==> src/rtl/character_physics.sv <==
// character_physics: per-player fighter physics and animation state engine.
// All state advances once per frame_tick; hits may arrive on any cycle and
// are held until the next tick.
// Ports:
//   clk, reset (async, active-low), frame_tick (one-cycle pulse per frame)
//   buttons[4:0] = {down, attack, jump, right, left}; [7:5] unused
//   collision_left/right/top/bottom, is_grounded : contact flags
//   hit_valid, hit_vx, hit_vy, hit_stun          : incoming knockback
//   char_x, char_y    : integer pixel position (top-left)
//   state             : 0 IDLE .. 7 RESPAWN
//   facing_left, jumps_left, ko (one-cycle blast-zone pulse)
//   char_width, char_height : constant hitbox size
module character_physics #(
  parameter int FRAC           = 4,
  parameter int VEL_W          = 9,
  parameter int SCREEN_W       = 640,
  parameter int SCREEN_H       = 480,
  parameter int CHAR_W         = 32,
  parameter int CHAR_H         = 48,
  parameter int SPAWN_X        = 304,
  parameter int SPAWN_Y        = 100,
  parameter int WALK_SPEED     = 32,
  parameter int GRAVITY        = 4,
  parameter int JUMP_VEL       = -64,
  parameter int MAX_FALL       = 96,
  parameter int MAX_JUMPS      = 2,
  parameter int LAND_FRAMES    = 4,
  parameter int ATTACK_FRAMES  = 12,
  parameter int RESPAWN_FRAMES = 60
) (
  input  logic             clk,
  input  logic             reset,
  input  logic             frame_tick,
  input  logic [7:0]       buttons,
  input  logic             collision_left,
  input  logic             collision_right,
  input  logic             collision_top,
  input  logic             collision_bottom,
  input  logic             is_grounded,
  input  logic             hit_valid,
  input  logic [VEL_W-1:0] hit_vx,
  input  logic [VEL_W-1:0] hit_vy,
  input  logic [5:0]       hit_stun,
  output logic [9:0]       char_x,
  output logic [9:0]       char_y,
  output logic [2:0]       state,
  output logic             facing_left,
  output logic [9:0]       char_width,
  output logic [9:0]       char_height,
  output logic [1:0]       jumps_left,
  output logic             ko
);

  localparam int POS_W = 10 + FRAC;
  localparam int SUM_W = POS_W + 2;

  localparam logic [POS_W-1:0] SPAWN_X_P = POS_W'(SPAWN_X << FRAC);
  localparam logic [POS_W-1:0] SPAWN_Y_P = POS_W'(SPAWN_Y << FRAC);
  localparam logic [POS_W-1:0] X_MAX_P   = POS_W'((SCREEN_W - CHAR_W) << FRAC);
  localparam logic signed [SUM_W-1:0] X_MAX_S = SUM_W'((SCREEN_W - CHAR_W) << FRAC);
  localparam logic [9:0] SCREEN_H_PX = 10'(SCREEN_H);

  localparam logic signed [VEL_W-1:0] WALK_V     = VEL_W'(WALK_SPEED);
  localparam logic signed [VEL_W-1:0] WALK_NV    = VEL_W'(-WALK_SPEED);
  localparam logic signed [VEL_W-1:0] GRAV_V     = VEL_W'(GRAVITY);
  localparam logic signed [VEL_W-1:0] JUMP_V     = VEL_W'(JUMP_VEL);
  localparam logic signed [VEL_W-1:0] MAX_FALL_V = VEL_W'(MAX_FALL);
  localparam logic signed [VEL_W-1:0] ONE_V      = VEL_W'(1);
  localparam logic signed [VEL_W:0]   VMAX_E     = (VEL_W+1)'((2 ** (VEL_W-1)) - 1);
  localparam logic signed [VEL_W:0]   VMIN_E     = (VEL_W+1)'(-(2 ** (VEL_W-1)));

  localparam logic [1:0] MAX_J = 2'(MAX_JUMPS);
  localparam logic [5:0] LAND_C = 6'(LAND_FRAMES);
  localparam logic [5:0] ATK_C  = 6'(ATTACK_FRAMES);
  localparam logic [5:0] RSP_C  = 6'(RESPAWN_FRAMES);

  typedef enum logic [2:0] {
    S_IDLE, S_WALK, S_JUMP, S_FALL, S_LAND, S_ATTACK, S_HITSTUN, S_RESPAWN
  } state_t;

  function automatic logic signed [VEL_W-1:0] sat_add(
    input logic signed [VEL_W-1:0] a,
    input logic signed [VEL_W-1:0] b
  );
    logic signed [VEL_W:0] s;
    s = {a[VEL_W-1], a} + {b[VEL_W-1], b};
    if (s > VMAX_E)      s = VMAX_E;
    else if (s < VMIN_E) s = VMIN_E;
    return s[VEL_W-1:0];
  endfunction

  state_t                  state_q, state_d;
  logic [POS_W-1:0]        px_q, px_d, py_q, py_d;
  logic signed [VEL_W-1:0] vx_q, vx_d, vy_q, vy_d;
  logic                    facing_q, facing_d;
  logic [1:0]              jumps_q, jumps_d;
  logic [5:0]              cnt_q, cnt_d;
  logic                    pend_q, pend_d;
  logic signed [VEL_W-1:0] hvx_q, hvx_d, hvy_q, hvy_d;
  logic [5:0]              hstun_q, hstun_d;
  logic                    jump_prev_q, jump_prev_d;
  logic                    ko_q, ko_d;

  logic                    grounded, jump_edge, dir_l, dir_r, hold;
  logic signed [SUM_W-1:0] x_sum, y_sum;
  logic                    unused_btn;

  assign grounded   = is_grounded | collision_bottom;
  assign jump_edge  = buttons[2] & ~jump_prev_q;
  assign dir_l      = buttons[0] & ~buttons[1];
  assign dir_r      = buttons[1] & ~buttons[0];
  assign unused_btn = ^buttons[7:5];

  always_comb begin
    state_d = state_q;   px_d = px_q;       py_d = py_q;
    vx_d = vx_q;         vy_d = vy_q;       facing_d = facing_q;
    jumps_d = jumps_q;   cnt_d = cnt_q;     pend_d = pend_q;
    hvx_d = hvx_q;       hvy_d = hvy_q;     hstun_d = hstun_q;
    jump_prev_d = jump_prev_q;
    ko_d = 1'b0;         hold = 1'b0;
    x_sum = '0;          y_sum = '0;

    // Hit latch runs every cycle; the newest hit overwrites any older one.
    if (hit_valid && state_q != S_RESPAWN) begin
      pend_d  = 1'b1;
      hvx_d   = hit_vx;
      hvy_d   = hit_vy;
      hstun_d = hit_stun;
    end

    if (frame_tick) begin
      jump_prev_d = buttons[2];

      if (state_d == S_RESPAWN) begin
        if (cnt_q <= 6'd1) begin
          cnt_d   = 6'd0;
          state_d = S_FALL;
        end else begin
          cnt_d = cnt_q - 6'd1;
          hold  = 1'b1;
        end
      end

      if (!hold) begin
        // Timed states expire before this frame's inputs are considered.
        if (state_d inside {S_LAND, S_ATTACK, S_HITSTUN}) begin
          if (cnt_d <= 6'd1) begin
            cnt_d   = 6'd0;
            state_d = grounded ? S_IDLE : S_FALL;
          end else begin
            cnt_d = cnt_d - 6'd1;
          end
        end

        if (pend_d) begin
          vx_d    = hvx_d;
          vy_d    = hvy_d;
          cnt_d   = hstun_d;
          state_d = S_HITSTUN;
        end

        if (state_d inside {S_IDLE, S_WALK, S_JUMP, S_FALL}) begin
          if (dir_r) begin
            vx_d = WALK_V;
            facing_d = 1'b0;
          end else if (dir_l) begin
            vx_d = WALK_NV;
            facing_d = 1'b1;
          end else begin
            vx_d = '0;
          end
        end else if (state_d == S_HITSTUN) begin
          if (vx_d[VEL_W-1])      vx_d = vx_d + ONE_V;
          else if (vx_d != '0)    vx_d = vx_d - ONE_V;
        end else begin
          vx_d = '0;
        end

        if (jump_edge && jumps_d != 2'd0 &&
            state_d inside {S_IDLE, S_WALK, S_JUMP, S_FALL}) begin
          vy_d    = JUMP_V;
          jumps_d = jumps_d - 2'd1;
          state_d = S_JUMP;
        end

        if (buttons[3] && state_d inside {S_IDLE, S_WALK}) begin
          state_d = S_ATTACK;
          cnt_d   = ATK_C;
        end

        if (!grounded || vy_d[VEL_W-1]) begin
          vy_d = sat_add(vy_d, GRAV_V);
          if (vy_d > MAX_FALL_V) vy_d = MAX_FALL_V;
        end
        // Fast-fall only once the character is already heading down.
        if (buttons[4] && state_d != S_HITSTUN && !grounded && !vy_d[VEL_W-1])
          vy_d = MAX_FALL_V;

        if (collision_left && vx_d[VEL_W-1])                   vx_d = '0;
        if (collision_right && !vx_d[VEL_W-1] && vx_d != '0)   vx_d = '0;
        if (collision_top && vy_d[VEL_W-1])                    vy_d = '0;

        x_sum = $signed({2'b00, px_q}) + $signed({{(SUM_W-VEL_W){vx_d[VEL_W-1]}}, vx_d});
        y_sum = $signed({2'b00, py_q}) + $signed({{(SUM_W-VEL_W){vy_d[VEL_W-1]}}, vy_d});
        if (x_sum[SUM_W-1])      px_d = '0;
        else if (x_sum > X_MAX_S) px_d = X_MAX_P;
        else                      px_d = x_sum[POS_W-1:0];
        py_d = y_sum[SUM_W-1] ? '0 : y_sum[POS_W-1:0];

        if (py_d[POS_W-1:FRAC] >= SCREEN_H_PX) begin
          ko_d     = 1'b1;
          px_d     = SPAWN_X_P;
          py_d     = SPAWN_Y_P;
          vx_d     = '0;
          vy_d     = '0;
          jumps_d  = MAX_J;
          facing_d = 1'b0;
          state_d  = S_RESPAWN;
          cnt_d    = RSP_C;
        end else begin
          if (grounded && !vy_d[VEL_W-1]) begin
            vy_d    = '0;
            jumps_d = MAX_J;
            if (state_d inside {S_JUMP, S_FALL}) begin
              state_d = S_LAND;
              cnt_d   = LAND_C;
            end
          end
          if (state_d == S_JUMP && !vy_d[VEL_W-1]) state_d = S_FALL;
          if (state_d inside {S_IDLE, S_WALK}) begin
            if (!grounded)        state_d = S_FALL;
            else if (vx_d != '0)  state_d = S_WALK;
            else                  state_d = S_IDLE;
          end
        end
      end
      pend_d = 1'b0;
    end
  end

  always_ff @(posedge clk or negedge reset) begin
    if (!reset) begin
      state_q     <= S_IDLE;
      px_q        <= SPAWN_X_P;
      py_q        <= SPAWN_Y_P;
      vx_q        <= '0;
      vy_q        <= '0;
      facing_q    <= 1'b0;
      jumps_q     <= MAX_J;
      cnt_q       <= '0;
      pend_q      <= 1'b0;
      jump_prev_q <= 1'b1;
      ko_q        <= 1'b0;
    end else begin
      state_q     <= state_d;
      px_q        <= px_d;
      py_q        <= py_d;
      vx_q        <= vx_d;
      vy_q        <= vy_d;
      facing_q    <= facing_d;
      jumps_q     <= jumps_d;
      cnt_q       <= cnt_d;
      pend_q      <= pend_d;
      jump_prev_q <= jump_prev_d;
      ko_q        <= ko_d;
    end
  end

  // Hit payload is only consumed when pend_q is set, so it needs no reset.
  always_ff @(posedge clk) begin
    hvx_q   <= hvx_d;
    hvy_q   <= hvy_d;
    hstun_q <= hstun_d;
  end

  assign char_x      = px_q[POS_W-1:FRAC];
  assign char_y      = py_q[POS_W-1:FRAC];
  assign state       = state_q;
  assign facing_left = facing_q;
  assign jumps_left  = jumps_q;
  assign ko          = ko_q;
  assign char_width  = 10'(CHAR_W);
  assign char_height = 10'(CHAR_H);

endmodule

==> config.mk <==
export PLATFORM = sky130hd
export DESIGN_NAME = character_physics
export DESIGN_NICKNAME = d
export VERILOG_FILES = /design/src/rtl/character_physics.sv
export SDC_FILE = /design/constraint.sdc
export NUM_CORES = 1
export LEC_CHECK = 0
export BUFFER_PORTS_ARGS = -buffer_cell sky130_fd_sc_hd__buf_4
export CELL_PAD_IN_SITES_DETAIL_PLACEMENT = 1
export CELL_PAD_IN_SITES_GLOBAL_PLACEMENT = 2
export CORE_MARGIN = 5
export CORE_UTILIZATION = 28
export CTS_BUF_LIST = sky130_fd_sc_hd__clkbuf_4
export DETAILED_ROUTE_END_ITERATION = 10
export PLACE_DENSITY_LB_ADDON = 0.1
export SKIP_CTS_REPAIR_TIMING = 1
export SYNTH_ARGS = -nofsm -noshare
export SYNTH_HDL_FRONTEND = slang
export SYNTH_SLANG_ARGS = --single-unit
==> constraint.sdc <==
create_clock -name clk -period 9.6 [get_ports clk]
set_clock_uncertainty 0.15 [all_clocks]
set_input_delay 1.92 -clock clk [delete_from_list [all_inputs] [get_ports clk]]
set_output_delay 1.92 -clock clk [all_outputs]
set_load 0.02 [all_outputs]
=== After elaboration in Yosys (flattened, before gate mapping) ===
Index checks and enable logic that the tools add are counted.

* Register bits after elaboration: 85
* Input bits: 41

* Add/sub/neg operators: 8
* $lt $le $gt $ge: 7
* Equal/unequal tests: 15
* Multiplexer cells: 105
* Bitwise logic cells: 8
* Reductions and logical operators: 37

{| class="wikitable"
|+ Operators by type and width
! kind !! count
|-
| $mux 9 || 44
|-
| $mux 3 || 26
|-
| $mux 6 || 12
|-
| $mux 14 || 5
|-
| $add 15x9->16 || 2
|-
| $reduce_bool 9->1 || 3
|-
| $gt 16x15->1 const B || 1
|-
| $eq 3x2->1 const B || 5
|-
| $eq 3x3->1 const B || 5
|-
| $logic_and 1x1->1 || 13
|-
| $mux 1 || 13
|-
| $le 6x1->1 const B || 2
|-
| $sub 6x1->6 const B || 2
|-
| $add 9x4->10 const B || 1
|-
| $ge 10x9->1 const B || 1
|-
| $gt 10x9->1 const B || 1
|-
| $lt 10x9->1 const B || 1
|-
| $mux 2 || 5
|-
| $reduce_bool 2->1 || 5
|-
| $add 9x2->9 const B || 1
|-
| $eq 3x1->1 const B || 3
|-
| $gt 9x8->1 const B || 1
|-
| $logic_not 3->1 || 3
|-
| $reduce_bool 3->1 || 3
|-
| other kinds (12) || 22
|}

=== Longest topological paths before layout ===
* Word-level depth: 54
* Depth in mapped cells: 35

=== Worst setup path after synthesis ===
OpenSTA, ideal clock, no wires.

* Kind: input-to-reg
* Start: input port hit_valid
* End: register px_q[11]
* Setup time: 121 ps
* Arrival time: 7789 ps
* Required time: 9329 ps
* Path slack: 1540 ps
* Stages: 32
* Buffers on the path: 4
* Path through: inv_1 nor2_1 buf_2 buf_2 mux2_2 mux2_2 ha_1 inv_1 o41ai_1 o2bb2ai_1 nor2b_1 clkbuf_1 nand2b_1 and3_1 ha_1 inv_1 fa_1 nor2b_1 o21ai_0 a21boi_0 o21ai_0 a21boi_0 o21ai_0 a21boi_0 o21ai_0 nor3b_1 or4_1 a31oi_1 nor3_1 o211a_1 buf_2 a22o_1

* Elaborated cells between the ends (all ways): 85
* Classes of those cells: add/sub: 5; order compare: 5; eq/ne: 6; mux: 50; reduce/logical: 19

{| class="wikitable"
|+ RTL lines
! element !! line !! text
|-
| start: declaration || 40 || <nowiki>input logic hit_valid,</nowiki>
|-
| $logic_and 1x1->1 (*) || 124 || <nowiki>if (hit_valid && state_q != S_RESPAWN) begin</nowiki>
|-
| $mux 9 (*) || 124 ||
|-
| via hvx_d[1] || 99 || <nowiki>logic signed [VEL_W-1:0] hvx_q, hvx_d, hvy_q, hvy_d;</nowiki>
|-
| $mux 9 (*) || 155 || <nowiki>if (pend_d) begin</nowiki>
|-
| $mux 9 (*) || 144 || <nowiki>if (!hold) begin</nowiki>
|-
| $mux 9 (*) || 131 || <nowiki>if (frame_tick) begin</nowiki>
|-
| $sub 9x2->9 / $reduce_bool 9->1 (equally long branches) || 174 || <nowiki>else if (vx_d != '0) vx_d = vx_d - ONE_V;</nowiki>
|-
| $mux 9 || 174 ||
|-
| [12 not listed] || -- ||
|-
| $mux 9 (*) || 200 || <nowiki>if (collision_right && !vx_d[VEL_W-1] && vx_d != '0) vx_d = '0;</nowiki>
|-
| $mux 9 (*) || 144 ||
|-
| $mux 9 (*) || 131 ||
|-
| $add 15x9->16 (*) || 203 || <nowiki>x_sum = $signed({2'b00, px_q}) + $signed({{(SUM_W-VEL_W){vx_d[VEL_W-1]}}, vx_d});</nowiki>
|-
| $gt 16x15->1 || 206 || <nowiki>else if (x_sum > X_MAX_S) px_d = X_MAX_P;</nowiki>
|-
| $mux 14 || 206 ||
|-
| $mux 14 (*) || 205 || <nowiki>if (x_sum[SUM_W-1]) px_d = '0;</nowiki>
|-
| $mux 14 (*) || 210 || <nowiki>if (py_d[POS_W-1:FRAC] >= SCREEN_H_PX) begin</nowiki>
|-
| end signal: assignment || 256 || <nowiki>px_q <= px_d;</nowiki>
|-
| end: declaration || 93 || <nowiki>logic [POS_W-1:0] px_q, px_d, py_q, py_d;</nowiki>
|}

Mark *: on every way through the listed nets, which the timed path passes. The select of a mux whose other input is x is not followed.
A chain may end at the register's enable or synchronous reset.

=== Final worst setup path ===
* Start: register cnt_q[0]
* End: register px_q[5]

* Word-level cells in the longest chain between the ends: 41
* Elaborated cells between the ends (all ways): 92
* Classes of those cells: add/sub: 4; order compare: 7; eq/ne: 9; mux: 52; bitwise: 1; reduce/logical: 19

{| class="wikitable"
|+ Ends and longest elaborated chain
! element !! line !! text
|-
| start: declaration || 97 || <nowiki>logic [5:0] cnt_q, cnt_d;</nowiki>
|-
| start signal: assignment || 262 || <nowiki>cnt_q <= cnt_d;</nowiki>
|-
| $sub 6x1->6 / $le 6x1->1 (equally long branches) || 139, 135 ||
|-
| $mux 6 / $mux 3 (equally long branches) || 135 || <nowiki>if (cnt_q <= 6'd1) begin</nowiki>
|-
| $mux 6 / $mux 3 (equally long branches) || 134 || <nowiki>if (state_d == S_RESPAWN) begin</nowiki>
|-
| $mux 6 / $mux 3 (equally long branches) || 131 ||
|-
| $le 6x1->1 / $eq 3x3->1 (equally long branches) || 147, 146 ||
|-
| $mux 3 / $reduce_bool 3->1 (equally long branches) || 147, 146 ||
|-
| $mux 3 || 146 || <nowiki>if (state_d inside {S_LAND, S_ATTACK, S_HITSTUN}) begin</nowiki>
|-
| $mux 3 || 155 ||
|-
| [25 not listed] || -- ||
|-
| $logic_and 1x1->1 || 201 || <nowiki>if (collision_top && vy_d[VEL_W-1]) vy_d = '0;</nowiki>
|-
| $mux 9 || 201 ||
|-
| $mux 9 || 144 ||
|-
| $mux 9 || 131 ||
|-
| $add 15x9->16 || 204 || <nowiki>y_sum = $signed({2'b00, py_q}) + $signed({{(SUM_W-VEL_W){vy_d[VEL_W-1]}}, vy_d});</nowiki>
|-
| $mux 14 || 208 || <nowiki>py_d = y_sum[SUM_W-1] ? '0 : y_sum[POS_W-1:0];</nowiki>
|-
| $ge 10x9->1 || 210 ||
|-
| $mux 14 || 210 ||
|}

Parallel ways exist; a longest one is shown, timed or not. The select of a mux whose other input is x is not followed.

==> impl_metrics.py <==
metrics = {
    "critical_path": {
        "cp_data_arrival_time_ns": 8.88,
        "cp-end-kind": "register",
        "crit_type": "register to register",
        "cp-start-kind": "register",
        "cpPeakStageDelay_ns": 0.53,
        "crit_slowest_cell": "a21oi_1",
        "cp.required_ns": 9.84,
        "crit_fanout": 9,
    },
    "timing": {
        "fmaxAchievable_ghz": 0.116,
        "tns_ns": 0,
        "rsz0062_at_grt": "false",
        "tightest_slew_ns": 0.923,
        "hold_viol_final": 0,
        "slew-limit-headroom_pct": 38.5,
        "finalSetupViolCount": 0,
        "fin_crit_sh_pct": 90.0,
        "period_needed_ns": 8.64,
        "report.final.slew_viol_count": 0,
    },
    "clock_tree": {
        "root_buffer": "clkbuf_4",
        "cts_sinks": 85,
        "numCtsBuffers": 9,
        "clk_pin_slew_ns": 0.17,
        "insertion_delay_ns": 0.50,
        "htreeDepth": 3,
        "clock_path_buffers": 2,
        "cts_tree": "done",
    },
    "synth": {
        "ys_top_cells_by_area": "dfrtp_1 18%, nand2_1 6.8%, dfxtp_1 6.5%",
        "synth_area_um2": 7370,
        "ys.warnings.count": 0,
        "netlist_instances": 914,
        "synth-seq-area-share_pct": 27.4,
        "synth_edf_count": 0,
        "synth_ff_type": "dfrtp_1",
        "syn_area_per_cell_um2": 8.07,
        "yosys.area.top_type_share_pct": 18.0,
        "synth.distinct_cells": 95,
        "ys_ff_latch": 85,
        "async_flop_share_pct": 71.8,
        "synth_top_area_cell": "dfrtp_1",
    },
    "job": {
        "drv_cap": 0,
    },
    "grt": {
        "grt_max_degree": 62,
        "first_global_vias": 6890,
        "antenna_found_initial": 1,
        "overflow": 0,
        "grt_usage_pct": 17.2,
        "grt_first_pass_wirelength_um": 40100,
    },
    "power": {
        "p_clk_share_pct": 12.8,
        "p_int_mw": 1.02,
        "switchingPower_mw": 0.891,
        "power_frac_seq_pct": 32.8,
        "p_sw_share_pct": 46.6,
        "leakagePower_nw": 3.59,
        "peakVddDrop_mv": 0.0844,
        "combPwrFrac_pct": 54.4,
        "power.density_nw_per_um2": 235,
        "fin_total_pwr_mw": 1.91,
    },
    "placement": {
        "hpwl_um": 19100,
        "placedCellCount": 1265,
        "placed_area_um2": 7970,
        "io_buffers": 64,
        "globalplace.congestion": 0.765,
    },
    "cells_and_area": {
        "drive_above_1_share_pct": 15.2,
        "ff_latch_area_um2": 2020,
        "fin_cells": 1282,
        "syn_to_final_growth_pct": 10.2,
        "design_area_um2": 8120,
        "final_common_cell": "nand2_1",
        "final_cell_mix": "133 x nand2_1, 81 x buf_4, 58 x a21oi_1, 54 x nor2_1, 53 x dfrtp_1",
        "nNetsFinal": 1021,
        "nFillCells": 3189,
        "multi_input_area_um2": 4780,
    },
    "run_status": {
        "status": "complete, no violations",
    },
    "detailed_routing": {
        "wire_per_inst_um": 19.6,
        "num_vias": 6642,
        "viasPerCell": 5.18,
        "drcViolationCount": 0,
        "ant_nets": 0,
        "drtPass1Iterations": 5,
        "totalWireLength_um": 25100,
        "first_iter_violations": 306,
    },
    "die": {
        "rows": 59,
        "coreArea_um2": 26000,
        "chipHeight_um": 172,
        "die_w_um": 172,
        "die_area_um2": 29700,
        "ios": 88,
        "initial_utilization_pct": 28.4,
    },
    "hold_path": {
        "min-delay-path-class": "register to register",
    },
}
Yosys cell counts, types with 9 or more instances:
library cell and n:
nand3_1 21, nor2_1 55, nor3_1 20, a22o_1 21
a21oi_1 58, buf_4 43, mux2_2 10, xnor2_1 29
nand2_1 134, o22ai_1 9, dfrtp_1 53, inv_1 39
a32o_1 12, and3_1 11, clkbuf_1 21, a31oi_1 17
o21ai_1 10, o21ai_0 47, buf_2 11, ha_1 37
and2_1 10, dfxtp_1 24, mux2i_1 22
final cells by class:
type                    count  area share, %
inverters                  40           1.85
well taps                 335           5.16
clock inverters             7           1.00
repair buffers             81           7.49
flip-flops and latches     85           24.8
multi-input cells         724           58.8
clock buffers               9          0.832
diodes                      1         0.0308
path summary, 6_finish.rpt:
check                                          start                    to  slack, ns  cells past startpoint
worst max-delay path            cnt_q[0]$_DFFE_PN0P_   px_q[5]$_DFFE_PN0P_       0.96                     31
worst min-delay path                hvy_q[1]$_DFF_P_      hvy_q[1]$_DFF_P_       0.30                      2
worst max register to register  cnt_q[0]$_DFFE_PN0P_   px_q[5]$_DFFE_PN0P_       0.96                     31
worst min register to register      hvy_q[1]$_DFF_P_      hvy_q[1]$_DFF_P_       0.30                      2
max in group asynchronous                      reset  cnt_q[4]$_DFFE_PN0P_       7.32                      1
min in group asynchronous                      reset   vx_q[4]$_DFFE_PN0P_       1.36                      1
critical path, delay by kind of cell (launching register included):
family	cells	cell delay [ns]
DFF	1	0.50
AOI/OAI and AO/OA	17	4.51
and+or+nand+nor	8	1.97
buffers and inverters	2	0.24
adders and majority gates	4	1.17
per-stage QoR:
step	hold slack (ns)	setup slack, ns	utilization (%)
after floorplan	0.264	1.54	-
after global placement	0.280	0.953	30.7
after detailed placement	0.287	0.906	30.7
after CTS	0.309	0.946	31.3
after global routing	0.333	0.245	31.3
final	0.304	0.963	31.3
routing by layer:
layer / vias to the layer above / part of all wire [%] / global-route usage [%]
met5: - / 0 / 0
met4: 0 / 0.95 / 2.97
met3: 13 / 3.0 / 2.67
met2: 87 / 45 / 27.3
met1: 3218 / 52 / 25.2
li1: 3324 / - / -
registers in the layout, indices dropped and copies added, names as in the netlist:
| name | cells |
|---|---|
| vx_q | 9 |
| facing_left | 1 |
| cnt_q | 6 |
| px_q | 14 |
| jump_prev_q | 1 |
| pend_q | 1 |
| state | 3 |
| hvx_q | 9 |
| ko | 1 |
| vy_q | 9 |
| hstun_q | 6 |
| hvy_q | 9 |
| py_q | 14 |
| jumps_left | 2 |
kinds of logic (layout without fill, tap and decap cells):
family | count (synthesis) | in the layout | share of synthesized area [%]
multiplexers | 32 | 32 | 4.51
AND/OR/NAND/NOR | 318 | 318 | 20.9
XOR/XNOR | 36 | 36 | 4.28
other | 2 | 21 | 0.102
buffers and inverters | 123 | 137 | 8.84
AO/OA/AOI/OAI | 277 | 277 | 26.9
adder cells (fa/ha/maj) | 41 | 41 | 7.11
flip-flops | 85 | 85 | 27.4
power by group through the flow:
stage               logic, mW  clock network (mW)  registers [mW]
global route             1.17               0.271           0.650
global placement         1.04                   0           0.634
finish                   1.04               0.245           0.626
floorplan               0.832                   0           0.577
CTS                      1.06               0.257           0.628
detailed placement       1.05                   0           0.634
(Power assumes the default switching activity.)
